==> config.mk <==
export PLATFORM = sky130hd
export DESIGN_NAME = push_pop_sequencer
export DESIGN_NICKNAME = d
export VERILOG_FILES = /design/src/rtl/push_pop_sequencer_pkg.sv /design/src/rtl/push_pop_sequencer_priority_index.sv /design/src/rtl/push_pop_sequencer.sv
export SDC_FILE = /design/constraint.sdc
export NUM_CORES = 1
export LEC_CHECK = 0
export ABC_AREA = 1
export CORE_MARGIN = 5
export CORE_UTILIZATION = 55
export DETAILED_ROUTE_END_ITERATION = 8
export GPL_TIMING_DRIVEN = 0
export PLACE_DENSITY = 0.86
export SKIP_CTS_REPAIR_TIMING = 1
export SYNTH_ARGS = -nofsm -noshare
export SYNTH_HDL_FRONTEND = slang
export SYNTH_HIERARCHICAL = 1
export SYNTH_SLANG_ARGS = --single-unit
==> constraint.sdc <==
create_clock -name clk -period 17.8 [get_ports clk]
set_input_delay 1.78 -clock clk [delete_from_list [all_inputs] [get_ports clk]]
set_output_delay 1.78 -clock clk [all_outputs]
set_load 0.05 [all_outputs]
==> src/rtl/push_pop_sequencer_pkg.sv <==
// Shared definitions for the PUSH/POP multi-register transfer sequencer:
// FSM encoding, special register indices and the register-list width.
package push_pop_sequencer_pkg;

    localparam int         LIST_W = 9;
    localparam logic [3:0] SP_I   = 4'hD;
    localparam logic [3:0] LR_I   = 4'hE;
    localparam logic [3:0] PC_I   = 4'hF;

    typedef enum logic [2:0] {
        ST_IDLE  = 3'd0,
        ST_SETUP = 3'd1,
        ST_XFER  = 3'd2,
        ST_WB    = 3'd3,
        ST_FIN   = 3'd4
    } state_t;

    // Number of registers selected by the 9-bit list (0..9).
    function automatic logic [3:0] list_popcount(input logic [LIST_W-1:0] list);
        logic [3:0] n;
        n = 4'd0;
        for (int i = 0; i < LIST_W; i++) begin
            n = n + {3'd0, list[i]};
        end
        return n;
    endfunction

endpackage

==> src/rtl/push_pop_sequencer_priority_index.sv <==
// Lowest-set-bit finder over the remaining register list; bit 0 (R0) wins.
module priority_index
    import push_pop_sequencer_pkg::*;
(
    input  logic [LIST_W-1:0] i_list,
    output logic [3:0]        o_idx,
    output logic              o_valid
);

    // Scan from the top so the lowest set bit is the last one written.
    always_comb begin
        o_idx   = 4'd0;
        o_valid = 1'b0;
        for (int i = LIST_W - 1; i >= 0; i--) begin
            if (i_list[i]) begin
                o_idx   = 4'(i);
                o_valid = 1'b1;
            end
        end
    end

endmodule

==> src/rtl/push_pop_sequencer.sv <==
// Multi-register PUSH/POP sequencer: walks the selected registers in ascending
// order, moving each through a single-beat memory handshake, then updates SP.
module push_pop_sequencer
    import push_pop_sequencer_pkg::*;
(
    input  logic        clk,
    input  logic        rst,
    input  logic        start,
    input  logic        is_pop,
    input  logic [7:0]  reg_list,
    input  logic        m_bit,
    input  logic [31:0] sp_in,
    output logic [3:0]  rd_addr,
    input  logic [31:0] rd_data,
    output logic        mem_req,
    output logic        mem_we,
    output logic [31:0] mem_addr,
    output logic [31:0] mem_wdata,
    input  logic        mem_ack,
    input  logic [31:0] mem_rdata,
    output logic        ld_rd,
    output logic [3:0]  addr_rd,
    output logic [31:0] w_rd,
    output logic        ld_sp,
    output logic [31:0] w_sp,
    output logic        ld_pc,
    output logic [31:0] w_pc,
    output logic        busy,
    output logic        done,
    output logic        fault
);

    state_t              r_state;
    logic                r_is_pop;
    logic [LIST_W-1:0]   r_list;
    logic [31:0]         r_sp;
    logic [31:0]         r_base;
    logic [3:0]          r_count;

    logic                r_mem_req;
    logic                r_mem_we;
    logic [31:0]         r_mem_addr;
    logic                r_ld_rd;
    logic [3:0]          r_addr_rd;
    logic [31:0]         r_w_rd;
    logic                r_ld_sp;
    logic [31:0]         r_w_sp;
    logic                r_ld_pc;
    logic [31:0]         r_w_pc;
    logic                r_done;
    logic                r_fault;

    logic [3:0]          w_pos;
    logic                w_valid;
    logic [3:0]          w_reg_idx;
    logic [LIST_W-1:0]   w_onehot;
    logic [LIST_W-1:0]   w_rest;
    logic [3:0]          w_setup_cnt;
    logic [31:0]         w_setup_span;
    logic [31:0]         w_setup_base;
    logic [31:0]         w_pop_sp;
    logic                w_push_xfer;

    priority_index u_priority_index (
        .i_list  (r_list),
        .o_idx   (w_pos),
        .o_valid (w_valid)
    );

    // List slot 8 is LR when pushing and PC when popping.
    assign w_reg_idx    = (w_pos == 4'd8) ? (r_is_pop ? PC_I : LR_I) : w_pos;
    assign w_onehot     = {{(LIST_W-1){1'b0}}, 1'b1} << w_pos;
    assign w_rest       = r_list & ~w_onehot;
    assign w_setup_cnt  = list_popcount(r_list);
    assign w_setup_span = {26'd0, w_setup_cnt, 2'b00};
    assign w_setup_base = r_is_pop ? r_sp : (r_sp - w_setup_span);
    assign w_pop_sp     = r_sp + {26'd0, r_count, 2'b00};

    // Push data comes straight off the combinational register-file read port,
    // so it is held for as long as the index is held in XFER.
    assign w_push_xfer = (r_state == ST_XFER) && !r_is_pop && w_valid;
    assign rd_addr     = w_push_xfer ? w_reg_idx : 4'h0;
    assign mem_wdata   = w_push_xfer ? rd_data : 32'h0;

    assign busy      = (r_state != ST_IDLE);
    assign mem_req   = r_mem_req;
    assign mem_we    = r_mem_we;
    assign mem_addr  = r_mem_addr;
    assign ld_rd     = r_ld_rd;
    assign addr_rd   = r_addr_rd;
    assign w_rd      = r_w_rd;
    assign ld_sp     = r_ld_sp;
    assign w_sp      = r_w_sp;
    assign ld_pc     = r_ld_pc;
    assign w_pc      = r_w_pc;
    assign done      = r_done;
    assign fault     = r_fault;

    always_ff @(posedge clk or posedge rst) begin
        if (rst) begin
            r_state    <= ST_IDLE;
            r_is_pop   <= 1'b0;
            r_list     <= '0;
            r_sp       <= 32'h0;
            r_base     <= 32'h0;
            r_count    <= 4'd0;
            r_mem_req  <= 1'b0;
            r_mem_we   <= 1'b0;
            r_mem_addr <= 32'h0;
            r_ld_rd    <= 1'b0;
            r_addr_rd  <= 4'h0;
            r_w_rd     <= 32'h0;
            r_ld_sp    <= 1'b0;
            r_w_sp     <= 32'h0;
            r_ld_pc    <= 1'b0;
            r_w_pc     <= 32'h0;
            r_done     <= 1'b0;
            r_fault    <= 1'b0;
        end else begin
            r_done  <= 1'b0;
            r_fault <= 1'b0;
            r_ld_rd <= 1'b0;
            r_ld_pc <= 1'b0;
            r_ld_sp <= 1'b0;

            case (r_state)
                ST_IDLE: begin
                    if (start) begin
                        r_is_pop <= is_pop;
                        r_list   <= {m_bit, reg_list};
                        r_sp     <= sp_in;
                        r_state  <= ST_SETUP;
                    end
                end

                ST_SETUP: begin
                    r_count <= w_setup_cnt;
                    r_base  <= w_setup_base;
                    if (w_setup_cnt == 4'd0) begin
                        r_done  <= 1'b1;
                        r_fault <= 1'b1;
                        r_state <= ST_FIN;
                    end else begin
                        r_mem_req  <= 1'b1;
                        r_mem_we   <= ~r_is_pop;
                        r_mem_addr <= w_setup_base;
                        r_state    <= ST_XFER;
                    end
                end

                ST_XFER: begin
                    if (mem_ack) begin
                        r_list <= w_rest;
                        if (r_is_pop) begin
                            r_mem_req <= 1'b0;
                            r_mem_we  <= 1'b0;
                            if (w_pos == 4'd8) begin
                                r_ld_pc <= 1'b1;
                                r_w_pc  <= mem_rdata & 32'hFFFF_FFFE;
                            end else begin
                                r_ld_rd   <= 1'b1;
                                r_addr_rd <= w_reg_idx;
                                r_w_rd    <= mem_rdata;
                            end
                            r_state <= ST_WB;
                        end else if (w_rest == '0) begin
                            r_mem_req  <= 1'b0;
                            r_mem_we   <= 1'b0;
                            r_mem_addr <= 32'h0;
                            r_done     <= 1'b1;
                            r_ld_sp    <= 1'b1;
                            r_w_sp     <= r_base;
                            r_state    <= ST_FIN;
                        end else begin
                            r_mem_addr <= r_mem_addr + 32'd4;
                        end
                    end
                end

                // The popped bit was already cleared on the ack, so an empty
                // list here means the write-back just issued was the last one.
                ST_WB: begin
                    if (r_list == '0) begin
                        r_mem_addr <= 32'h0;
                        r_done     <= 1'b1;
                        r_ld_sp    <= 1'b1;
                        r_w_sp     <= w_pop_sp;
                        r_state    <= ST_FIN;
                    end else begin
                        r_mem_req  <= 1'b1;
                        r_mem_we   <= 1'b0;
                        r_mem_addr <= r_mem_addr + 32'd4;
                        r_state    <= ST_XFER;
                    end
                end

                ST_FIN: begin
                    r_state <= ST_IDLE;
                end

                default: begin
                    r_state <= ST_IDLE;
                end
            endcase
        end
    end

endmodule

# After elaboration in Yosys (flattened, before gate mapping)
# Cells that the tools add are included.
# Widths: inputs -> output; s select.
dict set report totals {
  regBits 219
  out_inout_bits 176
  word_cells 134
}
dict set report op_classes {
  add_sub_neg 11
  eq_ne 12
  n_shift 1
  n_mux 69
  n_bitwise 4
  reduce_logical 19
}
# cell count
set op_table {}
lappend op_table {{$mux 32} 11}
lappend op_table {{$pmux 32 s3} 1}
lappend op_table {{$pmux 32 s2} 1}
lappend op_table {{$mux 4} 11}
lappend op_table {{$add 32x3->32 const B} 1}
lappend op_table {{$add 32x6->32} 1}
lappend op_table {{$sub 32x6->32} 1}
lappend op_table {{$mux 1} 31}
lappend op_table {{$add 4x1->4} 5}
lappend op_table {{$logic_not 9->1} 2}
lappend op_table {{$mux 3} 6}
lappend op_table {{$mux 9} 2}
lappend op_table {{$pmux 9 s2} 1}
lappend op_table {{$ne 2x2->1 const B} 6}
lappend op_table {{$pmux 3 s4} 1}
lappend op_table {{$reduce_and 4->1} 3}
lappend op_table {{$reduce_and 5->1} 2}
lappend op_table {{$and 9x9->9} 1}
lappend op_table {{$not 9->9} 1}
lappend op_table {{$pmux 1 s3} 3}
lappend op_table {{$shl 1x4->9 const A} 1}
lappend op_table {{$eq 3x2->1 const B} 2}
lappend op_table {{$reduce_and 3->1} 2}
lappend op_table {{$reduce_bool 3->1} 2}
lappend op_table {{other kinds (15)} 18}

# Depth between registers and ports, before layout
# Gate-level depths: netlist of the first run.
dict set report logic_depth {
  word_depth 17
  ltp_mapped 24
}

# Cells and area by module
# The synthesis of the first run kept the hierarchy.
# mod n_inst cells_each area_each_um2 seq_area_each_um2
set by_module_without_submodules {}
lappend by_module_without_submodules {push_pop_sequencer 1 1710 12400.6 5480.3}
lappend by_module_without_submodules {priority_index 1 23 121.4 0.0}

# Worst setup path before layout of the first run
# No wires, ideal clock.
dict set report synth_timing {
  kind {register to register}
  from {register r_list[0]}
  to {register r_mem_addr[24] (netlist: mem_addr[24])}
  setup_time_ns 0.118
  t_arrival_ns 4.258
  required_ns 17.682
  setup_slack_ns 13.424
  stages_incl_launch_ff 20
  path_buffers 0
  period_less_slack_ns 4.376
  path_cell_list {dfrtp_1 > inv_1 > fa_1 > fa_1 > fa_1 > fa_1 > fa_1 > xnor2_1 > inv_1 > ha_1 > nand2_1 > nand3_1 > nand2_1 > nand3_1 > nor2_1 > nand4_1 > nand3_1 > nand3_1 > nand2_1 > nand2_1}
}
dict set report synth_via {
  elab_chain_len 12
  elab_cells_between_ends 25
}
# element line
set synth_lines {}
lappend synth_lines {{start, declared} push_pop_sequencer.sv:35} ;# logic [LIST_W-1:0] r_list;
lappend synth_lines {{start signal, assigned} push_pop_sequencer.sv:130} ;# r_list <= {m_bit, reg_list};
lappend synth_lines {{start signal, assigned} push_pop_sequencer.sv:153} ;# r_list <= w_rest;
lappend synth_lines {{$add 1x1->2} push_pop_sequencer_pkg.sv:23} ;# n = n + {3'd0, list[i]};
lappend synth_lines {{$add 2x1->3} push_pop_sequencer_pkg.sv:23}
lappend synth_lines {{$add 3x1->4} push_pop_sequencer_pkg.sv:23}
lappend synth_lines {{$add 4x1->4 (5 in series)} push_pop_sequencer_pkg.sv:23}
lappend synth_lines {{$sub 32x6->32} push_pop_sequencer.sv:76} ;# assign w_setup_base = r_is_pop ? r_sp : (r_sp - w_setup_span);
lappend synth_lines {{$mux 32} push_pop_sequencer.sv:76}
lappend synth_lines {{$mux 32} push_pop_sequencer.sv:139} ;# if (w_setup_cnt == 4'd0) begin
lappend synth_lines {{$pmux 32 s3} push_pop_sequencer.sv:126} ;# case (r_state)
lappend synth_lines {{end signal, assigned} push_pop_sequencer.sv:146} ;# r_mem_addr <= w_setup_base;
lappend synth_lines {{end signal, assigned} push_pop_sequencer.sv:175} ;# r_mem_addr <= r_mem_addr + 32'd4;
lappend synth_lines {{end signal, assigned} push_pop_sequencer.sv:192} ;# r_mem_addr <= r_mem_addr + 32'd4;
lappend synth_lines {{end, declared} push_pop_sequencer.sv:42} ;# logic [31:0] r_mem_addr;
# Parallel ways exist; a longest one is shown, timed or not. The select of a mux whose other input is x is not followed.
# A chain may end at the register's enable or synchronous reset.

# Final worst setup path of the first run
dict set report layout_timing {
  from {register r_list[0]}
  to {register r_mem_addr[16] (netlist: mem_addr[16])}
}
# Same word-level chain as after synthesis.

==> results.cfg, run 1 <==
[logic_synthesis]
synthDistinctLibCells = 50
syn_inst = 1733
synth_xor_area_share_pct = 1.819
synthArstFlopShare_pct = 100.0
synthAdderAreaFrac_pct = 2.318
synth_enable_flop_cells = 0
syn_area_per_cell_um2 = 7.226
synth-simple-area-share_pct = 32.66
synth_area_leaders = dfrtp_1 44%, nand2_1 18%, nor2_1 6.1%
ys_seq_area_share_pct = 43.76
syn_area_um2 = 12520
synth_top_family_by_area = simple AND/OR/NAND/NOR gates
yosysMostFrequentCell = nand2_1
synth_top_area_share_pct = 43.76
yosys_warnings = 6
synth_fp_nets = 1862
ys_seq_elements = 219
muxShareOfSynthArea_pct = 3.137
synth_compound_area_share_pct = 7.684
yosys.area.top_type = dfrtp_1
synth_common_cells = 594 x nand2_1, 219 x dfrtp_1, 204 x nor2_1
synthFlopType = dfrtp_1

[worst_setup_path]
cp_cell_sequence = inv_1 > fa_1 > fa_1 > fa_1 > fa_1 > fa_1 > xnor2_1 > inv_1 > ha_1 > nand2_1 > nand3_1 > nand2_1 > nand3_1 > nor2_1 > nand3_1 > nand2_1 > nand2_1 > nand2_1 > nand2_1 > nand2_1
slowest_delay_ns = 0.58
r2r-end = mem_addr[16]$_DFFE_PP0P_
critPathLaunch = r_list[0]$_DFFE_PP0P_
critPathKind = flop to flop
required_ns = 18.28
arrival_ns = 5.60
cp_max_fo = 7
reg2reg_slack_ns = 12.68
r2r-start = r_list[0]$_DFFE_PP0P_
reg2regPathDepth = 20
cpMostUsedCell = nand2_1
cp-end-kind = flop
worst_path_max_delay_cell = fa_1
cp-start-kind = flop

[detailed_routing]
route.detailed.drc = 0
dr.pass1.iters = 8
via_count = 13240
drt_iter0_drc = 1347
routed_wl_mm = 45.05
ant_nets = 0
wl_per_cell_um = 19.18
routed_via_density = 5.638

[sta]
relSlewSlack_pct = 35.56
slew_viol_final = 0
hold_viol = 0
fin_crit_sh_pct = 28.75
setup_violations = 0
setup_tns_ns = 0
fmax_mhz = 195.4
worst_pin_slew_ns = 0.9630
rsz0062_at_grt = no
fin_crit_ns = 5.117
skew_ns = 0.01192

[global_routing]
grt_use_met1_pct = 45.92
grtUsageMet3_pct = 8.109
grtUsageTotal_pct = 34.42
grt_pass1_vias = 13070
overflow = 0
antenna_found_initial = 1
top_usage_layer = met2
grt_max_degree = 115
grt_pass1_wl_mm = 70.87
met2_usage_pct = 54.93

[finish]
finish.net_count = 2174
multiInputGateArea_um2 = 5967
fillers = 1742
seqCellArea_um2 = 5480
n_antenna_cell = 0
area_growth_pct = 33.23
final_layout_size_suffix_gt1_share_pct = 6.880

[power]
max-vdd-ir-drop_v = 0.0001683
finalPower_mw = 3.885
leakage_nw = 8.005
powerDensity_nw_per_um2 = 232.9

[outcome]
outcome = finished, final reports clean

[floorplanning]
initial_core_util_pct = 55.65
fp.coreArea_um2 = 22500
die-width_um = 160.9
die_area_um2 = 25890
die_h_um = 160.9
rows = 55
ioPinCount = 286

[clock_network]
cts_root_buf = clkbuf_16
clkTransAtPathRegs_ns = 0.06
cts.path.max_buffers = 3
cts_tree = built
clk_latency_ns = 0.55
cts_made_buffers = 25
cts.sinks = 219
htree_num_levels = 1

[min_path]
min_path_cells = 2
hold_start = w_pc[1]$_DFFE_PP0P_
hold_end = w_pc[1]$_DFFE_PP0P_
hp-class = flop to flop

[placement]
dp_hpwl_mm = 33.86
gp_congestion = 1.022
portBuffers = 284

[run]
drv_cap = 0
[worst max-delay path: cells and delay by family (launching register included)]
| family | cells | cell delay (ns) |
|---|---|---|
| buffers and inverters | 2 | 0.21 |
| AND/OR/NAND/NOR | 11 | 1.59 |
| XOR/XNOR | 1 | 0.21 |
| adder cells (fa/ha/maj) | 6 | 2.67 |
| flip-flops | 1 | 0.38 |
[cell type report]
type	instances	share of cell area, %
Multi-Input combinational cell	1250	35.77
Timing Repair Buffer	285	17.20
Sequential cell	219	32.85
Clock inverter	11	1.222
Inverter	201	4.582
Tap cell	285	2.137
Buffer	63	1.905
Clock buffer	35	4.335
[metal layers]
layer  routed length (um)  share of wire (%)
met1                17700                 39
met2                20460                 45
met3                 4909                 11
met4                 1972                4.4
met5                   11              0.024
[cells by family (layout without fill, tap and decap cells)]
family                     Yosys count  after routing
AOI/OAI and AO/OA                  175            175
buffers and inverters              264            595
xor gates and xnor gates            26             26
DFF                                219            219
other                                1              1
adders and majority gates           19             19
muxes                               35             35
and+or+nand+nor                    994            994
[power breakdown]
part | internal (mW) | total, mW | leakage, nW | switching, mW
registers | 0.698 | 0.900 | 2.67 | 0.201
clock network | 0.358 | 0.580 | 0.449 | 0.222
logic | 0.755 | 2.41 | 4.89 | 1.65
total | 1.81 | 3.89 | 8.00 | 2.07
[cells in the final DEF, fill, tap and decap left out, types with 2 or more instances in the layout]
cell / instances
nor3_1: 18
xor2_1: 20
nor2_2: 9
clkbuf_16: 25
o21ai_0: 102
fa_1: 7
buf_2: 19
o211ai_1: 16
nand3_1: 121
o21ai_1: 3
a31oi_1: 14
or2_2: 4
ha_1: 12
buf_1: 2
o22ai_1: 3
nand2_1: 594
inv_1: 188
dfrtp_1: 219
mux2_1: 3
bufinv_16: 5
a21oi_1: 28
buf_6: 5
mux2_2: 31
nand2_2: 3
buf_4: 4
inv_2: 10
clkbuf_1: 33
nand4_1: 32
nor2_1: 204
a21boi_1: 2
clkinvlp_4: 2
clkdlybuf4s50_1: 284
clkbuf_8: 6
clkbuf_2: 4
clkinv_2: 2
xnor2_1: 6
[stage by stage]
step           setup WS, ns  hold slack [ns]  utilization (%)  area [um2]  instances
6_report              12.68           0.4693            74.14       16680       2349
5_1_grt               12.39           0.4925            74.14       16680       2349
4_1_cts               12.73           0.4725            74.14       16680       2349
3_5_place_dp          12.77           0.4573            70.02       15760       2303
3_3_place_gp          7.247           0.4543            69.86       15720       2302
2_1_floorplan         10.03           0.4479                -       12520       1733
[worst max-delay path by stage]
stage,endpoint,cells past startpoint
CTS,mem_wdata[2],4
floorplan,addr_rd[0]$_DFFE_PP0P_,1
detailed placement,mem_wdata[27],4
global placement,mem_addr[29]$_DFFE_PP0P_,2
finish,mem_addr[16]$_DFFE_PP0P_,20
global route,mem_addr[16]$_DFFE_PP0P_,21
[sequential cells by signal, indices dropped and copies added (netlist names), 3 cells and up]
| register | count |
|---|---|
| addr_rd | 4 |
| mem_addr | 32 |
| r_base | 32 |
| r_count | 4 |
| r_list | 9 |
| r_sp | 32 |
| r_state | 3 |
| w_pc | 31 |
| w_rd | 32 |
| w_sp | 32 |
Power figures use the tool's default switching activity.
==> run 2, diff against run 1 <==
--- a/config.mk
+++ b/config.mk
@@ -7,10 +7,10 @@
 export LEC_CHECK = 0
 export ABC_AREA = 1
 export CORE_MARGIN = 5
-export CORE_UTILIZATION = 55
+export CORE_UTILIZATION = 46
 export DETAILED_ROUTE_END_ITERATION = 8
 export GPL_TIMING_DRIVEN = 0
-export PLACE_DENSITY = 0.86
+export PLACE_DENSITY = 0.77
 export SKIP_CTS_REPAIR_TIMING = 1
 export SYNTH_ARGS = -nofsm -noshare
 export SYNTH_HDL_FRONTEND = slang
==> constraint.sdc (replaced) <==
create_clock -name clk -period 4.2 [get_ports clk]
set_input_delay 0.42 -clock clk [delete_from_list [all_inputs] [get_ports clk]]
set_output_delay 0.42 -clock clk [all_outputs]
set_load 0.05 [all_outputs]
==> run 2 against run 1 <==
The run now ends with setup timing left. Fmax grew 13%. Via count shrank 1.9%. Count of clock-buffer cells in the layout shrank 3. Die area grew 18%. Critical endpoint is now mem_addr[21]$_DFFE_PP0P_.
==> results.cfg, run 2 (synthesis results as in run 1) <==
[floorplanning]
die_area_um2 = 30620
rows = 60
initial_core_util_pct = 46.59
fp.coreArea_um2 = 26880
die_h_um = 175.0
die-width_um = 175.0
ioPinCount = 286

[placement]
dp_hpwl_mm = 35.40
portBuffers = 284
gp_congestion = 0.9729

[worst_setup_path]
cp_cell_sequence = inv_2 > fa_1 > fa_1 > fa_1 > fa_2 > fa_2 > xnor2_2 > inv_2 > ha_4 > nand2_2 > nand2_2 > inv_2 > nand2_4 > nand2_4 > nand2_4 > nor2_4 > buf_4 > nand2_1 > nand2_2 > nand2_2 > nand2_1 > nand2_1 > nand2_1 > nand2_1
reg2regPathDepth = 24
cp-start-kind = flop
r2r-start = r_list[0]$_DFFE_PP0P_
cpLargestDelayFamily = adder cells
cp-end-kind = flop
critPathKind = flop to flop
r2r-end = mem_addr[21]$_DFFE_PP0P_
cp_max_fo = 5
reg2reg_slack_ns = -0.33
worst_path_max_delay_cell = fa_1
path_buf_inv = 4
slowest_delay_ns = 0.55
arrival_ns = 4.96
cp.depth = 24
cpMostUsedCell = nand2_1
required_ns = 4.63

[finish]
final_cell_mix = 555 x nand2_1, 284 x clkdlybuf4s50_1, 219 x dfrtp_1
final_layout_size_suffix_gt1_share_pct = 12.88
fillers = 2331
seqCellArea_um2 = 5480
layout_commonest_cell = nand2_1
final_util_pct = 64.93
area_growth_pct = 39.36
n_antenna_cell = 0
multiInputGateArea_um2 = 6422
finish.net_count = 2207

[sta]
setup_violations = 52
setup_tns_ns = -8.888
rsz0062_at_grt = yes
fin_crit_ns = 4.527
holdWs_ns = 0.3906
slew_viol_final = 0
skew_ns = 0.01319
fin_crit_sh_pct = 107.8
hold_viol = 0
fmax_mhz = 220.9
relSlewSlack_pct = 35.08
worst_pin_slew_ns = 0.9703
fin_ws_ns = -0.3269

[global_routing]
antenna_found_initial = 0
grtUsageTotal_pct = 29.48
grt_pass1_vias = 12660
grt_pass1_wl_mm = 71.67
met2_usage_pct = 46.92
grt_use_met1_pct = 41.74
grtUsageMet3_pct = 4.717
overflow = 0
grt_max_degree = 43
top_usage_layer = met2

[min_path]
hp-class = input pin to asynchronous set/reset pin

[detailed_routing]
wl_per_cell_um = 19.13
route.detailed.drc = 0
routed_via_density = 5.330
drt_iter0_drc = 1527
dr.pass1.iters = 7
via_count = 12990
ant_nets = 0
routed_wl_mm = 46.62

[clock_network]
cts.sinks = 219
cts.path.max_buffers = 3
cts_tree = built
clkTransAtPathRegs_ns = 0.06
htree_num_levels = 1
clk_latency_ns = 0.55
cts_root_buf = clkbuf_16
cts_made_buffers = 25

[outcome]
violations = setup timing
outcome = finished with violations

[run]
drv_cap = 0
[run 2: changes by cell type in the layout (fill, tap and decap cells not counted), sizes merged]
cell | before | now
inv | 201 | 200
clkbuf | 68 | 66
clkinv | 4 | 6
bufinv | 5 | 3
buf | 31 | 63
clkinvlp | 2 | 5
[run 2: layout make-up]
type / instances / share of cell area [%]
flip-flops and latches: 219 / 31.40
inverters: 201 / 4.374
multi-input cells: 1250 / 36.80
plain buffers: 63 / 1.843
clock buffers: 32 / 3.965
well taps: 341 / 2.445
clock inverters: 13 / 0.9464
repair buffers: 318 / 18.22
[run 2: how the worst max path moves through the flow]
| stage | slack (ns) | to | start |
|---|---|---|---|
| finish | -0.33 | mem_addr[21]$_DFFE_PP0P_ | r_list[0]$_DFFE_PP0P_ |
| floorplan | 0.02 | mem_addr[30]$_DFFE_PP0P_ | r_list[0]$_DFFE_PP0P_ |
| CTS | -0.58 | mem_addr[26]$_DFFE_PP0P_ | r_list[0]$_DFFE_PP0P_ |
| global placement | -0.88 | r_list[0]$_DFFE_PP0P_ | rst |
| detailed placement | -0.54 | mem_addr[17]$_DFFE_PP0P_ | r_list[0]$_DFFE_PP0P_ |
| global route | -0.48 | mem_addr[21]$_DFFE_PP0P_ | r_list[0]$_DFFE_PP0P_ |
[run 2: metal layers]
layer / part of all wire, % / vias up
met4: 3.4 / 0
met2: 46 / 607
met3: 8.9 / 125
met5: 0 / -
li1: - / 6168
met1: 42 / 6088
[run 2: per-stage QoR]
step           instances  instance area (um2)  setup slack [ns]
6_report            2437                17450           -0.3269
5_1_grt             2437                17450           -0.4790
4_1_cts             2408                16780           -0.5841
3_5_place_dp        2363                15930           -0.5441
3_3_place_gp        2358                15830           -0.8750
2_1_floorplan       1733                12560           0.01884
Power of run 2 is not shown: default switching activity piles up to over one toggle a cycle in this logic, so the estimate is an artifact.
